[src/rtl/alu_serial_seq.sv]
// Bit-serial logic unit: streams operands LSB first through an external 1-bit
// logic slice and reassembles the slice outputs into a WIDTH-bit result.
module alu_serial_seq #(
    parameter int WIDTH = 8
) (
    input  logic             clk,
    input  logic             rst_n,
    input  logic             start,
    input  logic [WIDTH-1:0] a,
    input  logic [WIDTH-1:0] b,
    input  logic [1:0]       op,
    output logic             slice_a,
    output logic             slice_b,
    output logic [1:0]       slice_s,
    input  logic             slice_out,
    output logic             busy,
    output logic             done,
    output logic [WIDTH-1:0] result,
    output logic             zero
);

    localparam int CNT_W = (WIDTH > 1) ? $clog2(WIDTH) : 1;
    localparam logic [CNT_W-1:0] LAST_BIT = CNT_W'(WIDTH - 1);

    typedef enum logic [1:0] {
        IDLE  = 2'd0,
        SHIFT = 2'd1,
        DONE  = 2'd2
    } state_t;

    state_t           state;
    logic [WIDTH-1:0] a_reg;
    logic [WIDTH-1:0] b_reg;
    logic [1:0]       op_reg;
    logic [CNT_W-1:0] cnt;
    logic [WIDTH-1:0] acc;
    logic [WIDTH-1:0] acc_next;

    // Slice result enters at the MSB so that after WIDTH shifts bit 0 lands at acc[0].
    assign acc_next = {slice_out, acc[WIDTH-1:1]};

    always_ff @(posedge clk) begin
        if (!rst_n) begin
            state  <= IDLE;
            a_reg  <= '0;
            b_reg  <= '0;
            op_reg <= '0;
            cnt    <= '0;
            acc    <= '0;
            result <= '0;
            zero   <= 1'b1;
        end else begin
            case (state)
                IDLE, DONE: begin
                    if (start) begin
                        a_reg  <= a;
                        b_reg  <= b;
                        op_reg <= op;
                        cnt    <= '0;
                        state  <= SHIFT;
                    end else begin
                        state  <= IDLE;
                    end
                end
                SHIFT: begin
                    acc   <= acc_next;
                    a_reg <= a_reg >> 1;
                    b_reg <= b_reg >> 1;
                    if (cnt == LAST_BIT) begin
                        // Counter parks on the last bit rather than wrapping.
                        result <= acc_next;
                        zero   <= (acc_next == '0);
                        state  <= DONE;
                    end else begin
                        cnt <= cnt + 1'b1;
                    end
                end
                default: state <= IDLE;
            endcase
        end
    end

    assign busy    = (state == SHIFT);
    assign done    = (state == DONE);
    assign slice_a = busy ? a_reg[0] : 1'b0;
    assign slice_b = busy ? b_reg[0] : 1'b0;
    assign slice_s = busy ? op_reg   : 2'b00;

endmodule
[config.mk]
export PLATFORM = sky130hd
export DESIGN_NAME = alu_serial_seq
export DESIGN_NICKNAME = d
export VERILOG_FILES = /design/src/rtl/alu_serial_seq.sv
export SDC_FILE = /design/constraint.sdc
export NUM_CORES = 1
export LEC_CHECK = 0
export ABC_CLOCK_PERIOD_IN_PS = 1800
export CORE_ASPECT_RATIO = 0.6
export CORE_UTILIZATION = 49
export DETAILED_ROUTE_END_ITERATION = 6
export HOLD_SLACK_MARGIN = 0.03
export PLACE_DENSITY = 0.78
export SETUP_SLACK_MARGIN = 0.3
export SYNTH_ARGS = -nofsm -noshare
export SYNTH_HDL_FRONTEND = slang
export SYNTH_SLANG_ARGS = --single-unit
[constraint.sdc]
create_clock -name clk -period 1.8 [get_ports clk]
set_input_delay 0.27 -clock clk [delete_from_list [all_inputs] [get_ports clk]]
set_output_delay 0.27 -clock clk [all_outputs]
set_load 0.03 [all_outputs]
==> metrics <==
status=complete, no violations; Min-Delay Startpoint=zero; fin crit share=between 80% and 90%; cell area after synthesis=about 1600 sq um; Slew HR=roughly three quarters; Layout Skew=3.67 ps; # port buffers=36; post-DP HPWL=2270 um; Initial DRC Count=64; Initial Utilization=54.2%; Least-Margin Pin Slew=348 ps; DIE WIDTH=76.4 um; syn_area_per_cell=8.70 sq um; total of max-cap violations=0; first-pass GRT wire length=around 5500 um; vias post-DR=1410; Tmin final=1490 ps; Fin Hold WS=469 ps; power density over cell area=795 nW/um^2; Fin. Hold Viols=0; fillers=240; wirelength, routed=3350 um; fmax=671 MHz; Hold-fix buffers, CTS=0; setup_tns=0 ps; Worst EP required=1530 ps; largest net degree at the start of global routing=40; crit path buf inv count=2; DR pass1 iterations=4; Critical R2R Launch=cnt[0]; Synth Register Bits=39; Num CTS Buffers=5; Final ANT Viol Nets=0; Crit. End Element=output port; commonest non-fill, non-tap cell in the layout=nand2_1; H-tree depth=2; RD Place Congestion=0.739; Reg2Reg Capture Point=cnt[0]; Total GRT Usage=20.3%; initial antenna violation count=0; pre-CTS setup slack=287 ps; Leakage Power=0.901 nW; core area=around 3000 sq um; layout cells sized above 1=13.2%; placed instance area=around 2000 sq um; crit-path max FO=8; peak per-stage delay on the critical path=390 ps; row count=15; delay-heaviest family, CP=flip-flops; # diodes=0; type of origin of the critical path=register; vias in the first global route=approximately 1300; RSZ-0062 raised after global routing=no; most frequent cells in the layout=nand2_1, dfxtp_1, clkdlybuf4s50_1; worst skew pair latency=280 ps; Pins Over Slew Limit=0; crit path cell chain=nand2b_4, inv_4, and2_1, buf_4; slack of the critical path=310 ps; fin area=2130 sq um; FF+latch area=782 sq um; Mapped Cells=between 150 and 200; Clock transition at path regs=70 ps; Yosys cell types=27; crit path DAT=1220 ps; # clock sinks=39; Area Overhead vs Synth=31.0%; slowest CP cell=dfxtp_1; nets@finish=253; CTS Buffer Depth=2; CTS tree=built; Synthesized Nets=211; WL/cell=approximately 12 um; post-synthesis sequential area ratio=between 40% and 50%; Worst Hold Path EP=zero; Peak VDD IR=0.431 mV; gr ovfl total=0; Die Y=46.6 um; vias per cell=roughly 5.2; DRC Markers=0; warnings from Yosys=0; Reg2Reg Depth=5; Setup-failing EPs final=0; hold path depth=2; reg-to-reg slack, setup=380 ps; I/O pins=37; min-delay worst type=register to register; root buf cell=clkbuf_8; critical path class=register to output port; die area=3560 sq um; area occupied by multi-input gates=769 sq um
-- cell families (layout without fill, tap and decap cells) --
kind of cell / after synthesis / after routing / share of synthesized area [%]
mux: 8 / 8 / 4.92
compound gates: 43 / 43 / 16.6
simple gates: 80 / 80 / 23.4
buf+inv: 15 / 56 / 5.53
fa+ha+maj: 2 / 2 / 1.54
flops: 39 / 39 / 48.0
-- synthesized netlist by cell type (all sizes together) --
cell / number / area share, %
buf: 10 / 4.3
nand4: 1 / 0.38
dfxtp: 39 / 48
nand2b: 2 / 0.92
nor4: 2 / 0.77
and2: 4 / 1.5
nand2: 51 / 12
nor3b: 2 / 1.2
clkbuf: 4 / 1.0
nor2b: 10 / 3.8
and3: 1 / 0.38
mux2i: 8 / 4.9
a31oi: 14 / 5.4
ha: 2 / 1.5
nand3: 3 / 0.92
o21a: 2 / 0.92
nor3: 1 / 0.31
inv: 1 / 0.23
nand3b: 3 / 1.4
o21ai: 14 / 4.3
a21boi: 13 / 6.0
-- worst reg2reg max path: stages, from the launching register on --
cell     delay (ps)
dfxtp_1         330
ha_1            200
ha_2            200
nor3b_2         320
nor3b_1          90
o21a_1          190
-- what timing repair did --
action | CTS | global route
setup buffers | 6 | 0
gates resized for setup | 12 | 9
setup endpoints to repair | 14 | 16
-- per-stage QoR --
step / cells / util [%] / total power (W)
floorplan: 187 / - / 0.00108
global placement: 258 / 66.4 / 0.00115
detailed placement: 258 / 66.4 / 0.00116
CTS: 270 / 70.0 / 0.00170
global route: 270 / 71.0 / 0.00177
finish: 270 / 71.0 / 0.00169
-- per-layer routing --
metal	GRT usage, %	vias up	routed length (um)
met3	6.53	3	180
met1	23.9	656	1650
met4	6.15	0	14
met5	0	-	0
li1	-	715	-
met2	36.6	36	1510
-- how the worst max path moves through the flow --
stage / start / to / slack, ps / depth (start not counted)
final: state[1] / slice_a / 310 / 4
after global routing: state[1] / slice_a / 270 / 4
after CTS: state[1] / slice_s[1] / 310 / 4
after detailed placement: start / cnt[0] / 290 / 5
after global placement: start / cnt[0] / 340 / 5
after floorplan: state[1] / slice_a / 440 / 4
-- power breakdown --
part,total [W],switching [W],internal (W)
logic,0.000238,0.000117,0.000121
registers,0.000931,0.0000245,0.000906
clock network,0.000525,0.000267,0.000258
-- area by class of cell --
| type | count | area share, % |
|---|---|---|
| sequential | 39 | 36.7 |
| tap | 42 | 2.46 |
| timing repair buffer | 49 | 21.1 |
| multi-input combinational | 133 | 36.1 |
| inverter | 1 | 0.293 |
| clock buffer | 6 | 3.40 |
(Power assumes the default switching activity.)
